### config.mk
export PLATFORM = sky130hd
export DESIGN_NAME = seq_scan_ctrl
export DESIGN_NICKNAME = d
export VERILOG_FILES = /design/src/rtl/seq_scan_ctrl_pkg.sv /design/src/rtl/seq_match_core.sv /design/src/rtl/seq_scan_ctrl.sv
export SDC_FILE = /design/constraint.sdc
export NUM_CORES = 1
export LEC_CHECK = 0
export ABC_AREA = 0
export CAP_MARGIN = 5
export CORE_MARGIN = 5
export CORE_UTILIZATION = 50
export CTS_BUF_LIST = sky130_fd_sc_hd__clkbuf_4 sky130_fd_sc_hd__clkbuf_8
export DETAILED_ROUTE_END_ITERATION = 6
export DONT_BUFFER_PORTS = 1
export SETUP_SLACK_MARGIN = 0.5
export SLEW_MARGIN = 20
export SYNTH_ARGS = -nofsm -noshare
export SYNTH_HDL_FRONTEND = slang
export SYNTH_SLANG_ARGS = --single-unit
### constraint.sdc
create_clock -name clk -period 5.4 [get_ports clk]
set_input_delay 1.08 -clock clk [delete_from_list [all_inputs] [get_ports clk]]
set_output_delay 1.08 -clock clk [all_outputs]
set_load 0.03 [all_outputs]
### src/rtl/seq_scan_ctrl_pkg.sv
// Shared definitions for the serial pattern scanner: FSM state encoding and
// the width helper used for bit and match counters.
package seq_scan_ctrl_pkg;

   typedef enum logic [1:0] {
      IDLE = 2'b00,
      SCAN = 2'b01,
      DONE = 2'b10
   } state_t;

   // Bits needed to hold any value 0..n.
   function automatic int cnt_w(input int n);
      return $clog2(n + 1);
   endfunction

endpackage

### src/rtl/seq_match_core.sv
// Pattern window for the serial scanner: history shift register, saturating
// fill counter and the combinational match compare.
module seq_match_core
   import seq_scan_ctrl_pkg::*;
#(
   parameter int PAT_W = 5
) (
   input  logic             clk,
   input  logic             rst,
   input  logic             clear,
   input  logic             shift,
   input  logic             serial,
   input  logic [PAT_W-1:0] pattern,
   input  logic             overlap,
   output logic             match
);

   localparam int FW = cnt_w(PAT_W);

   logic [PAT_W-1:0] history;
   logic [FW-1:0]    fill;
   logic [PAT_W-1:0] window;

   // The newest PAT_W bits including the one on the line this cycle.
   assign window = PAT_W'({history, serial});

   assign match = shift && ((int'(fill) + 1) >= PAT_W) && (window == pattern);

   // NOTE: reset is sampled on the clock edge and takes priority over every other update.
   always_ff @(posedge clk) begin
      if (!rst) begin
         history <= '0;
         fill    <= '0;
      end else if (clear) begin
         history <= '0;
         fill    <= '0;
      end else if (shift) begin
         history <= window;
         if (match && !overlap)
            fill <= '0;
         else if (fill != FW'(PAT_W))
            fill <= fill + 1'b1;
      end
   end

endmodule

### src/rtl/seq_scan_ctrl.sv
// Serial scanner: captures a word, shifts it out MSB first and counts
// occurrences of a programmable pattern, overlapping or not.
module seq_scan_ctrl
   import seq_scan_ctrl_pkg::*;
#(
   parameter int DATA_W = 16,
   parameter int PAT_W  = 5
) (
   input  logic                     clk,
   input  logic                     rst,
   input  logic                     start,
   input  logic [DATA_W-1:0]        data_in,
   input  logic [PAT_W-1:0]         pattern,
   input  logic                     overlap,
   output logic                     busy,
   output logic                     bit_out,
   output logic                     match,
   output logic [cnt_w(DATA_W)-1:0] match_count,
   output logic                     done
);

   localparam int CW = cnt_w(DATA_W);

   state_t            state, state_nxt;
   logic [DATA_W-1:0] shreg;
   logic [PAT_W-1:0]  pat_q;
   logic              ov_q;
   logic [CW-1:0]     bit_cnt;
   logic              accept;
   logic              scanning;
   logic              last_bit;

   assign accept   = (state == IDLE) && start;
   assign scanning = rst && (state == SCAN);
   assign last_bit = (bit_cnt == CW'(DATA_W - 1));
   assign bit_out  = scanning && shreg[DATA_W-1];

   always_ff @(posedge clk) begin
      if (!rst)
         state <= IDLE;
      else
         state <= state_nxt;
   end

   // NOTE: every combinational output gets a default first so no latch is inferred.
   always_comb begin
      state_nxt = state;
      busy      = 1'b0;
      done      = 1'b0;
      case (state)
         IDLE: begin
            if (start)
               state_nxt = SCAN;
         end
         SCAN: begin
            busy = 1'b1;
            if (last_bit)
               state_nxt = DONE;
         end
         DONE: begin
            busy      = 1'b1;
            done      = 1'b1;
            state_nxt = IDLE;
         end
         default: state_nxt = IDLE;
      endcase
      // Outputs stay quiet for the whole time reset is asserted.
      if (!rst) begin
         busy = 1'b0;
         done = 1'b0;
      end
   end

   always_ff @(posedge clk) begin
      if (!rst) begin
         shreg       <= '0;
         pat_q       <= '0;
         ov_q        <= 1'b0;
         bit_cnt     <= '0;
         match_count <= '0;
      end else if (accept) begin
         shreg       <= data_in;
         pat_q       <= pattern;
         ov_q        <= overlap;
         bit_cnt     <= '0;
         match_count <= '0;
      end else if (state == SCAN) begin
         shreg   <= shreg << 1;
         bit_cnt <= bit_cnt + 1'b1;
         if (match)
            match_count <= match_count + 1'b1;
      end
   end

   seq_match_core #(
      .PAT_W (PAT_W)
   ) u_core (
      .clk     (clk),
      .rst     (rst),
      .clear   (accept),
      .shift   (scanning),
      .serial  (bit_out),
      .pattern (pat_q),
      .overlap (ov_q),
      .match   (match)
   );

endmodule

==> metrics.txt, run 1 <==
# TYPE chip_impl_metric gauge
chip_impl_metric{name="fmaxAchievable",unit="GHz"} 0.279
chip_impl_metric{name="cts-root-to-sink-buffers",unit=""} 2
chip_impl_metric{name="worstRegToRegCells",unit=""} 6
chip_impl_metric{name="pin_count_of_the_biggest_net_entering_global_routing",unit=""} 45
chip_impl_metric{name="fin_util",unit=""} 0.549
chip_impl_info{name="cpMaxStageDelayCell",value="sky130_fd_sc_hd__ha_1"} 1
chip_impl_metric{name="antenna_cells",unit=""} 0
chip_impl_metric{name="rows",unit=""} 23
chip_impl_metric{name="drtIter0Drc",unit=""} 44
chip_impl_metric{name="post_synth_inst_count",unit=""} 216
chip_impl_metric{name="power.internal",unit="mW"} 0.667
chip_impl_info{name="setup_cp_type",value="reg2out"} 1
chip_impl_metric{name="first_global_vias",unit=""} 1475
chip_impl_metric{name="num-fill-cells",unit=""} 393
chip_impl_metric{name="worstPathArrival",unit="ps"} 2500
chip_impl_metric{name="register_area",unit="µm²"} 821
chip_impl_metric{name="ctsHoldBuffers",unit=""} 0
chip_impl_metric{name="numPortBuffers",unit=""} 0
chip_impl_metric{name="wl_per_cell",unit="µm"} 14.6
chip_impl_metric{name="total_of_max_cap_violations",unit=""} 0
chip_impl_metric{name="timing.final.max_slew_violations",unit=""} 0
chip_impl_info{name="layout_common_cells",value="41 x sky130_fd_sc_hd__dfxtp_1, 35 x sky130_fd_sc_hd__nand2_1, 26 x sky130_fd_sc_hd__mux2i_1"} 1
chip_impl_metric{name="p_seq_frac",unit=""} 0.398
chip_impl_info{name="critPathLaunchType",value="flip-flop"} 1
chip_impl_metric{name="p_sw",unit="mW"} 0.333
chip_impl_metric{name="ys.warnings.count",unit=""} 0
chip_impl_metric{name="power.total",unit="mW"} 0.999
chip_impl_metric{name="globalRouteOverflowTotal",unit=""} 0
chip_impl_info{name="outcome",value="finished, final reports clean"} 1
chip_impl_metric{name="remaining_drc_errors",unit=""} 0
chip_impl_metric{name="avgViaCountPerCell",unit=""} 5.45
chip_impl_metric{name="cts_made_buffers",unit=""} 5
chip_impl_metric{name="finalSetupViolCount",unit=""} 0
chip_impl_metric{name="synth-seq-area-share",unit=""} 0.401
chip_impl_info{name="regToRegEndpoint",value="match_count[1]$_SDFFE_PP0P_"} 1
chip_impl_metric{name="required",unit="ps"} 4320
chip_impl_metric{name="timing.critical_path.fanout_max",unit=""} 16
chip_impl_metric{name="grtUsageTotal",unit=""} 0.156
chip_impl_metric{name="final.min_clock_period",unit="ps"} 3580
chip_impl_metric{name="post-dp-hpwl",unit="µm"} 2750
chip_impl_info{name="worstReg2RegStart",value="state[1]$_SDFFE_PN0P_"} 1
chip_impl_metric{name="final_layout_size_suffix_gt1_frac",unit=""} 0.0849
chip_impl_metric{name="area_growth_syn_to_layout",unit="%"} 6.55
chip_impl_metric{name="clock_sink_count",unit=""} 41
chip_impl_metric{name="pwr-share-comb",unit=""} 0.347
chip_impl_info{name="mostFrequentLayoutCell",value="sky130_fd_sc_hd__dfxtp_1"} 1
chip_impl_info{name="endpoint_of_the_worst_hold_path",value="ov_q$_SDFFE_PN0P_"} 1
chip_impl_metric{name="max_stage_delay",unit="ps"} 660
chip_impl_metric{name="place.gp.congestion",unit=""} 0.780
chip_impl_metric{name="finalHoldWorstSlack",unit="ps"} 480
chip_impl_metric{name="switching_fraction_of_total_power",unit=""} 0.333
chip_impl_metric{name="netlist-cell-type-count",unit=""} 30
chip_impl_info{name="min-delay-start",value="ov_q$_SDFFE_PN0P_"} 1
chip_impl_metric{name="source_to_sink_clock_delay_at_the_later_pin_of_the_worst_skew_pair",unit="ps"} 290
chip_impl_info{name="critPathCaptureType",value="primary output"} 1
chip_impl_metric{name="core_area",unit="µm²"} 3970
chip_impl_info{name="clock_tree.root_cell",value="sky130_fd_sc_hd__clkbuf_8"} 1
chip_impl_info{name="worstPathCellList",value="inv_1 > ha_1 > nand2_1 > a2111oi_4 > and3_1"} 1
chip_impl_metric{name="final_net_count",unit=""} 247
chip_impl_metric{name="cellPowerDensity",unit="nW/µm²"} 459
chip_impl_info{name="unrepaired_setup_endpoints_after_global_routing",value="false"} 1
chip_impl_metric{name="totalWireLength",unit="µm"} 3820
chip_impl_metric{name="postSynthAreaPerCell",unit="µm²"} 9.47
chip_impl_metric{name="finalCritPeriodShare",unit=""} 0.664
chip_impl_metric{name="tightest_slew",unit="ps"} 735
chip_impl_metric{name="syn-num-nets",unit=""} 252
chip_impl_metric{name="cts_htree_levels",unit=""} 2
chip_impl_metric{name="synth.ff_latch_count",unit=""} 41
chip_impl_metric{name="num_vias",unit=""} 1429
chip_impl_metric{name="multiInputGateArea",unit="µm²"} 1130
chip_impl_metric{name="grt_pass1_wl",unit="µm"} 6600
chip_impl_metric{name="vertical_extent_of_the_die",unit="µm"} 73.9
chip_impl_metric{name="netlist_area",unit="µm²"} 2040
chip_impl_metric{name="power.clock.fraction",unit=""} 0.255
chip_impl_metric{name="floorplan.initialDensity",unit=""} 0.515
chip_impl_metric{name="rrSetupSlack",unit="ps"} 2880
chip_impl_metric{name="peakVddDrop",unit="µV"} 237
chip_impl_metric{name="worst_slew_margin_rel",unit=""} 0.510
chip_impl_metric{name="hold-path-cell-count",unit=""} 2
chip_impl_metric{name="setup_ws",unit="ps"} 1820
chip_impl_metric{name="x_dimension_of_the_die",unit="µm"} 73.9
chip_impl_metric{name="grt_antenna_before_repair",unit=""} 0
chip_impl_info{name="cts_tree",value="yes"} 1
chip_impl_metric{name="firstDrtPassIters",unit=""} 4
chip_impl_metric{name="clk_pin_slew_worst_paths",unit="ps"} 80
chip_impl_metric{name="cts.repair_timing.setup_buffer_count",unit=""} 0
chip_impl_metric{name="postRouteAntennaNets",unit=""} 0
chip_impl_info{name="hold_class",value="reg2reg"} 1
chip_impl_metric{name="ioPinCount",unit=""} 34
chip_impl_metric{name="design.die.area",unit="µm²"} 5470
chip_impl_metric{name="finalHoldViolations",unit=""} 0
chip_impl_metric{name="fin_worst_skew",unit="ps"} 7.99
chip_impl_metric{name="setup_total_neg_slack",unit="ps"} 0
chip_impl_metric{name="dp_slack",unit="ps"} 2110
chip_impl_metric{name="ctsResizeCount",unit=""} 0
chip_impl_metric{name="power.leakage",unit="nW"} 1.02
[registers in the layout, summed over array words and instances, names as in the netlist]
name,count
state,2
shreg,16
pat_q,5
u_core.history,4
ov_q,1
bit_cnt,5
match_count,5
u_core.fill,3
[worst max-delay path, delay by kind of cell, from the launching register on]
family / cells / cell delay [ps]
flops: 1 / 330
compound gates: 1 / 350
fa+ha+maj: 1 / 660
simple gates: 2 / 760
buf+inv: 1 / 130
[power by group through the flow]
stage               Clock [mW]  Sequential [mW]  Combinational [mW]
detailed placement           0            0.405               0.349
floorplan                    0            0.395               0.305
global route             0.277            0.407               0.393
global placement             0            0.401               0.339
CTS                      0.265            0.398               0.352
finish                   0.255            0.397               0.347
[cell usage after synthesis]
master | count | area, µm²
sky130_fd_sc_hd__dfxtp_1 | 41 | 821
sky130_fd_sc_hd__nand2_1 | 35 | 131
sky130_fd_sc_hd__mux2i_1 | 26 | 260
sky130_fd_sc_hd__o211a_1 | 15 | 150
sky130_fd_sc_hd__ha_1 | 11 | 138
sky130_fd_sc_hd__nor2_1 | 10 | 37.5
sky130_fd_sc_hd__clkbuf_1 | 9 | 33.8
sky130_fd_sc_hd__inv_1 | 8 | 30.0
sky130_fd_sc_hd__a21boi_0 | 7 | 52.6
sky130_fd_sc_hd__nand3_1 | 7 | 35.0
sky130_fd_sc_hd__xor2_1 | 6 | 52.6
sky130_fd_sc_hd__and3_1 | 5 | 31.3
sky130_fd_sc_hd__a21oi_1 | 4 | 20.0
sky130_fd_sc_hd__and2_1 | 4 | 25.0
sky130_fd_sc_hd__nand4_1 | 4 | 25.0
sky130_fd_sc_hd__buf_2 | 3 | 15.0
sky130_fd_sc_hd__nor3_1 | 3 | 15.0
sky130_fd_sc_hd__or2_2 | 3 | 18.8
sky130_fd_sc_hd__buf_4 | 2 | 15.0
sky130_fd_sc_hd__nor2b_1 | 2 | 12.5
sky130_fd_sc_hd__xnor2_1 | 2 | 17.5
sky130_fd_sc_hd__a2111oi_4 | 1 | 27.5
sky130_fd_sc_hd__a211oi_1 | 1 | 7.51
sky130_fd_sc_hd__and4_2 | 1 | 10.0
sky130_fd_sc_hd__inv_2 | 1 | 3.75
sky130_fd_sc_hd__mux2_1 | 1 | 11.3
sky130_fd_sc_hd__nor3_4 | 1 | 16.3
sky130_fd_sc_hd__o22ai_1 | 1 | 6.26
sky130_fd_sc_hd__o32ai_1 | 1 | 8.76
sky130_fd_sc_hd__xnor2_2 | 1 | 16.3
[worst max-delay path by stage]
stage,start,endpoint,slack (ps)
finish,state[1]$_SDFFE_PN0P_,match,1820
global route,state[1]$_SDFFE_PN0P_,match,1570
CTS,state[1]$_SDFFE_PN0P_,match,1800
detailed placement,state[1]$_SDFFE_PN0P_,match,2110
global placement,state[1]$_SDFFE_PN0P_,match,2210
floorplan,rst,match,2320
[layout make-up]
type | count | share of cell area
Clock buffer | 7 | 0.0414
Clock inverter | 1 | 0.0138
Tap cell | 50 | 0.0287
Inverter | 9 | 0.0155
Sequential cell | 41 | 0.377
Multi-Input combinational cell | 152 | 0.517
Timing Repair Buffer | 2 | 0.00689
[logic make-up (layout without fill, tap and decap cells)]
group	count (synthesis)	after routing	synth area share
xor+xnor	9	9	0.0422
simple gates	75	75	0.175
compound gates	30	30	0.133
mux	27	27	0.133
flops	41	41	0.401
fa+ha+maj	11	11	0.0673
buf+inv	23	19	0.0477
[layer usage]
metal	global-route usage	wire (µm)
met5	0	0
met4	0.0563	36
met3	0.0541	162
met2	0.275	1970
met1	0.174	1660
[through the flow]
stage | area, µm² | std cells
global route | 2180 | 262
floorplan | 2040 | 216
CTS | 2180 | 262
global placement | 2060 | 254
finish | 2180 | 262
detailed placement | 2060 | 254
Power figures use the tool's default switching activity.
==> run 2, diff against run 1 <==
- clock period: 5.4 -> 3.7 ns (I/O delays scaled with it)
==> metrics.txt, run 2 (synthesis gave the netlist of run 1 again) <==
# TYPE chip_impl_metric gauge
chip_impl_metric{name="cts-root-to-sink-buffers",unit=""} 2
chip_impl_info{name="critical_path_source",value="state[1]$_SDFFE_PN0P_"} 1
chip_impl_metric{name="fmaxAchievable",unit="GHz"} 0.349
chip_impl_metric{name="timing.critical_path.fanout_max",unit=""} 8
chip_impl_info{name="critPathCaptureType",value="primary output"} 1
chip_impl_metric{name="power.leakage",unit="nW"} 1.00
chip_impl_metric{name="final_layout_size_suffix_gt1_frac",unit=""} 0.0849
chip_impl_metric{name="cts.repair_timing.setup_buffer_count",unit=""} 0
chip_impl_metric{name="num_vias",unit=""} 1399
chip_impl_metric{name="pwr-share-comb",unit=""} 0.368
chip_impl_info{name="worstReg2RegStart",value="state[1]$_SDFFE_PN0P_"} 1
chip_impl_metric{name="area_growth_syn_to_layout",unit="%"} 5.45
chip_impl_metric{name="numPortBuffers",unit=""} 0
chip_impl_metric{name="register_area",unit="µm²"} 821
chip_impl_info{name="critPathLaunchType",value="flip-flop"} 1
chip_impl_metric{name="rrSetupSlack",unit="ps"} 1560
chip_impl_metric{name="total_of_max_cap_violations",unit=""} 0
chip_impl_metric{name="cellPowerDensity",unit="nW/µm²"} 644
chip_impl_metric{name="wl_per_cell",unit="µm"} 14.6
chip_impl_metric{name="multiInputGateArea",unit="µm²"} 1130
chip_impl_metric{name="floorplan.initialDensity",unit=""} 0.515
chip_impl_metric{name="grt_pass1_wl",unit="µm"} 6550
chip_impl_metric{name="clk_pin_slew_worst_paths",unit="ps"} 70
chip_impl_metric{name="placed_cell_area",unit="µm²"} 2070
chip_impl_metric{name="setup_total_neg_slack",unit="ps"} 0
chip_impl_metric{name="setup_ws",unit="ps"} 831
chip_impl_metric{name="worstRegToRegCells",unit=""} 7
chip_impl_metric{name="grtUsageTotal",unit=""} 0.155
chip_impl_metric{name="placed_insts",unit=""} 255
chip_impl_metric{name="required",unit="ps"} 2960
chip_impl_metric{name="post-dp-hpwl",unit="µm"} 2700
chip_impl_info{name="unrepaired_setup_endpoints_after_global_routing",value="false"} 1
chip_impl_info{name="clock_tree.root_cell",value="sky130_fd_sc_hd__clkbuf_8"} 1
chip_impl_info{name="regMostFlops",value="shreg"} 1
chip_impl_metric{name="grt_antenna_before_repair",unit=""} 0
chip_impl_metric{name="clock_sink_count",unit=""} 41
chip_impl_metric{name="cts_htree_levels",unit=""} 2
chip_impl_metric{name="dp_slack",unit="ps"} 1120
chip_impl_metric{name="postRouteAntennaNets",unit=""} 0
chip_impl_info{name="critical_path.endpoint",value="match"} 1
chip_impl_info{name="cts_tree",value="yes"} 1
chip_impl_metric{name="core_area",unit="µm²"} 3970
chip_impl_metric{name="p_sw",unit="mW"} 0.491
chip_impl_metric{name="drtIter0Drc",unit=""} 58
chip_impl_info{name="layout_common_cells",value="41 x sky130_fd_sc_hd__dfxtp_1, 35 x sky130_fd_sc_hd__nand2_1, 26 x sky130_fd_sc_hd__mux2i_1"} 1
chip_impl_info{name="hold_class",value="reg2reg"} 1
chip_impl_metric{name="cts_made_buffers",unit=""} 5
chip_impl_metric{name="antenna_cells",unit=""} 0
chip_impl_metric{name="design_area",unit="µm²"} 2160
chip_impl_metric{name="worst_slew_margin_rel",unit=""} 0.663
chip_impl_metric{name="peakVddDrop",unit="µV"} 349
chip_impl_metric{name="worstPathArrival",unit="ps"} 2130
chip_impl_metric{name="ctsHoldBuffers",unit=""} 0
chip_impl_metric{name="p_seq_frac",unit=""} 0.418
chip_impl_metric{name="remaining_drc_errors",unit=""} 0
chip_impl_metric{name="ioPinCount",unit=""} 34
chip_impl_metric{name="finalCritPeriodShare",unit=""} 0.775
chip_impl_metric{name="num-fill-cells",unit=""} 369
chip_impl_info{name="setup_cp_type",value="reg2out"} 1
chip_impl_metric{name="fin_util",unit=""} 0.543
chip_impl_metric{name="finalSetupViolCount",unit=""} 0
chip_impl_metric{name="first_global_vias",unit=""} 1479
chip_impl_metric{name="final_net_count",unit=""} 248
chip_impl_metric{name="globalRouteOverflowTotal",unit=""} 0
chip_impl_metric{name="final-instance-count-excl-fill",unit=""} 262
chip_impl_info{name="outcome",value="finished, final reports clean"} 1
chip_impl_metric{name="totalWireLength",unit="µm"} 3820
chip_impl_metric{name="pin_count_of_the_biggest_net_entering_global_routing",unit=""} 44
chip_impl_info{name="regToRegEndpoint",value="match_count[0]$_SDFFE_PP0P_"} 1
chip_impl_metric{name="timing.final.max_slew_violations",unit=""} 0
chip_impl_metric{name="ctsResizeCount",unit=""} 0
chip_impl_metric{name="largest_register_ffs",unit=""} 16
chip_impl_metric{name="source_to_sink_clock_delay_at_the_later_pin_of_the_worst_skew_pair",unit="ps"} 300
chip_impl_metric{name="rows",unit=""} 23
chip_impl_metric{name="power.clock.fraction",unit=""} 0.215
chip_impl_metric{name="vertical_extent_of_the_die",unit="µm"} 73.9
chip_impl_metric{name="finalHoldViolations",unit=""} 0
chip_impl_metric{name="design.die.area",unit="µm²"} 5470
chip_impl_metric{name="final.min_clock_period",unit="ps"} 2870
chip_impl_info{name="mostFrequentLayoutCell",value="sky130_fd_sc_hd__dfxtp_1"} 1
chip_impl_metric{name="tightest_slew",unit="ps"} 504
chip_impl_metric{name="avgViaCountPerCell",unit=""} 5.34
chip_impl_metric{name="firstDrtPassIters",unit=""} 4
chip_impl_metric{name="switching_fraction_of_total_power",unit=""} 0.354
chip_impl_metric{name="x_dimension_of_the_die",unit="µm"} 73.9
chip_impl_metric{name="place.gp.congestion",unit=""} 0.774
chip_impl_metric{name="power.internal",unit="mW"} 0.898
chip_impl_metric{name="fin_worst_skew",unit="ps"} 11.7
-- run 2: changes by cell type in the layout (fill, tap and decap cells not counted) --
cell                         change
sky130_fd_sc_hd__buf_4           +1
sky130_fd_sc_hd__clkinvlp_4      +1
sky130_fd_sc_hd__clkbuf_4        -1
sky130_fd_sc_hd__bufinv_16       -1
-- run 2: power by group through the flow --
| stage | combinational (mW) | clock, mW | sequential, mW |
|---|---|---|---|
| final | 0.511 | 0.298 | 0.580 |
| after global routing | 0.578 | 0.326 | 0.593 |
| after CTS | 0.518 | 0.310 | 0.582 |
| after detailed placement | 0.512 | 0 | 0.592 |
| after global placement | 0.500 | 0 | 0.586 |
| after floorplan | 0.446 | 0 | 0.576 |
-- run 2: worst max-delay path, stage by stage, from the launching register on --
cell                      delay, ps
sky130_fd_sc_hd__dfxtp_1        330
sky130_fd_sc_hd__inv_1          120
sky130_fd_sc_hd__ha_1           380
sky130_fd_sc_hd__nand3_1        180
sky130_fd_sc_hd__inv_2          210
sky130_fd_sc_hd__xnor2_2        170
sky130_fd_sc_hd__and3_1         460
-- run 2: worst min path at each step --
stage | start | endpoint | slack [ps] | cells after the start
finish | bit_cnt[4]$_SDFFE_PP0N_ | bit_cnt[4]$_SDFFE_PP0N_ | 480 | 2
global placement | bit_cnt[4]$_SDFFE_PP0N_ | bit_cnt[4]$_SDFFE_PP0N_ | 460 | 2
CTS | bit_cnt[4]$_SDFFE_PP0N_ | bit_cnt[4]$_SDFFE_PP0N_ | 490 | 2
floorplan | ov_q$_SDFFE_PN0P_ | ov_q$_SDFFE_PN0P_ | 440 | 2
global route | pat_q[1]$_SDFFE_PN0P_ | pat_q[1]$_SDFFE_PN0P_ | 500 | 2
detailed placement | bit_cnt[4]$_SDFFE_PP0N_ | bit_cnt[4]$_SDFFE_PP0N_ | 480 | 2
-- run 2: layout make-up --
cell class	instances	share of cell area
Clock buffer	6	0.0383
Inverter	9	0.0157
Clock inverter	1	0.00348
Multi-Input combinational cell	152	0.522
Tap cell	50	0.0290
Timing Repair Buffer	3	0.0104
Sequential cell	41	0.381
-- run 2: through the flow --
| step | hold slack (ps) | power, mW |
|---|---|---|
| floorplan | 444 | 1.02 |
| global placement | 464 | 1.09 |
| detailed placement | 478 | 1.10 |
| CTS | 485 | 1.41 |
| global route | 503 | 1.50 |
| finish | 485 | 1.39 |
-- run 2: metal layers --
layer  up-vias  track usage  wire [µm]
met5         -            0          0
met4         0       0.0543         59
met3         6       0.0527        166
met2        24        0.270       1940
met1       638        0.176       1650
li1        731            -          -
==> RTL edit (config.mk and constraints of run 2) <==
Encoding of `state_t`: now one-hot (3 bits for 3 states).
--- a/src/rtl/seq_scan_ctrl_pkg.sv
+++ b/src/rtl/seq_scan_ctrl_pkg.sv
@@ -4,6 +4,6 @@
 
-   typedef enum logic [1:0] {
-      IDLE = 2'b00,
-      SCAN = 2'b01,
-      DONE = 2'b10
+   typedef enum logic [2:0] {
+      IDLE = 3'b001,
+      SCAN = 3'b010,
+      DONE = 3'b100
    } state_t;
Function: no difference found for any inputs over 10 cycles, from zero or initial values and one cycle with rst low; not proved beyond that.
==> RTL edit against run 2 <==
Sequential cell count rose by 1; worst setup slack better by 530 ps; synthesized area decreased by 4.2%; fmax grew 22%; final cell count up 6.9%; routed wire length up 9.2%; cell area fell by 2.8%; highest routed layer unchanged.
Power is not compared: it rests on default switching activity, and its combinational part moved more than twofold at a synthesized area within 25%.
==> RTL edit: results (changes against run 2) <==
CTS
  • CTS root buffer: clkbuf_8
  • Setup Fix Bufs, Post-CTS: 0 (unchanged)
  • Num CTS Buffers: 5 (unchanged)
  • Clock transition at path regs: 80 ps
  • Clk_lat worst skew: 290 ps
  • Htree depth: 2 (unchanged)
  • Clk buf depth: 2 (unchanged)
  • # resized after CTS: 0 (unchanged)

Critical path
  • R2R Path Start: state[0]
  • Reg2Reg Depth: 4 (-3)
  • Worst path slowest cell: or2_2
  • Largest delay share family, worst path: simple AND/OR/NAND/NOR gates
  • Crit path DAT: 1600 ps (-530 ps)
  • CP peak stage delay: 370 ps (-90 ps)
  • Reg2reg setup slack: 1430 ps (-130 ps)
  • Max FO, Critical Path: 19 (+11)
  • Worst setup startpoint: rst

Hold path
  • Hold Startpoint: ov_q
  • Hold Crit Class: reg -> reg
  • Hold depth: 2 (unchanged)

Final layout
  • Max FFs per register: 16 (unchanged)
  • Fin cells: 280 (+6.9%)
  • Largest Register: shreg
  • Layout cell share with drive strength beyond 1: 10.8% (+2.3 points)
  • N_diodes: 0 (unchanged)

Place
  • I/O Buffers: 0 (unchanged)
  • GP Congestion: 0.844 (+9.0%)
  • Dpl cells: 272 (+6.7%)
  • Final HPWL DP: 3000 um (+11%)
  • Place WS: 1170 ps (+54.9 ps)

Power and ir drop
  • P_leak: 0.746 nW
  • Peak supply drop: around 0.24 mV

Drt
  • Vias/cell: 5.79 (+8.5%)
  • Initial DRC Count: 89 (+53%)
  • Drt pass-1 iters: 4 (unchanged)
  • Avg WL per Cell: 14.9 um (+2.2%)

Synthesis
  • YS warnings: 0 (unchanged)
  • Netlist cell types: 39 (+30%)
  • Register area share after synthesis: 42.9% (+2.8 points)
  • Synth async-reset ratio: 0% (unchanged)
  • Top post-synthesis cells by area: dfxtp_1, nand2_1, a311oi_1
  • Cells after Synth: 232 (+7.4%)
  • Synth Net Count: 263 (+4.4%)
  • Synth top cells by count: nand2_1, dfxtp_1, nor2_1
  • Synth Flop Type: dfxtp_1

Timing
  • Min Tclk post-route: 2340 ps (-525 ps)
  • Max-slew headroom: 30.4% (-36 points)
  • Setup Skew: 4.97 ps (-6.74 ps)

GRT
  • Largest net degree at the start of global routing: 28 (-36%)
  • GRT Util Overall: 16.7% (+1.2 points)
  • First-pass GRT wire length: 7070 um (+7.9%)
  • Initial antenna violation count: 0 (unchanged)
  • Vias in the first global route: 1,622 (+9.7%)

Run status
  • Outcome: complete, no violations
-- RTL edit: area by class of cell --
cell class                      instances  area, um2
Clock buffer                            7       90.1
Clock inverter                          1       5.00
Fill cell                             372       1620
Inverter                                7       26.3
Multi-Input combinational cell        171       1040
Sequential cell                        42        841
Tap cell                               48       60.1
Timing Repair Buffer                    4       30.0
-- RTL edit: path summary, 6_finish.rpt --
check,to
worst min register to register,ov_q
worst min-delay path,ov_q
worst max register to register,match_count[2]
worst max-delay path,busy
-- RTL edit: logic make-up (layout without fill, tap and decap cells) --
family,Yosys count,in the layout,synth area share [%]
AOI/OAI and AO/OA,39,39,15.4
buffers and inverters,19,19,4.15
xor gates and xnor gates,9,9,4.03
muxes,4,4,2.24
adders and majority gates,6,6,3.83
and+or+nand+nor,113,113,27.4
DFF,42,42,42.9
-- RTL edit: stage by stage --
| stage | total power [mW] | cell area [um2] | hold slack [ps] |
|---|---|---|---|
| final | 0.870 | 2090 | 471 |
| after CTS | 0.880 | 2090 | 479 |
| after detailed placement | 0.577 | 2000 | 468 |
| after global routing | 0.907 | 2090 | 494 |
| after floorplan | 0.562 | 1960 | 437 |
| after global placement | 0.574 | 2000 | 461 |
-- RTL edit: report_power, final --
group	leakage (nW)	switching [mW]	internal [mW]	total, mW
clock network	0.0517	0.146	0.158	0.304
logic	0.352	0.0467	0.0291	0.0757
registers	0.343	0.0156	0.475	0.491
-- RTL edit: layer usage --
layer	vias to the layer above	wire length (um)	track usage (%)	share of wire, %
met4	0	71	7.38	1.7
met3	9	326	5.51	7.8
met5	-	0	0	0
met1	771	1900	21.1	46
met2	44	1870	25.9	45
li1	798	-	-	-
-- RTL edit: worst min-delay path, cell delays in order, from the launching register on --
cell and delay [ps]:
dfxtp_1 320, nand2_1 50, a21oi_1 50
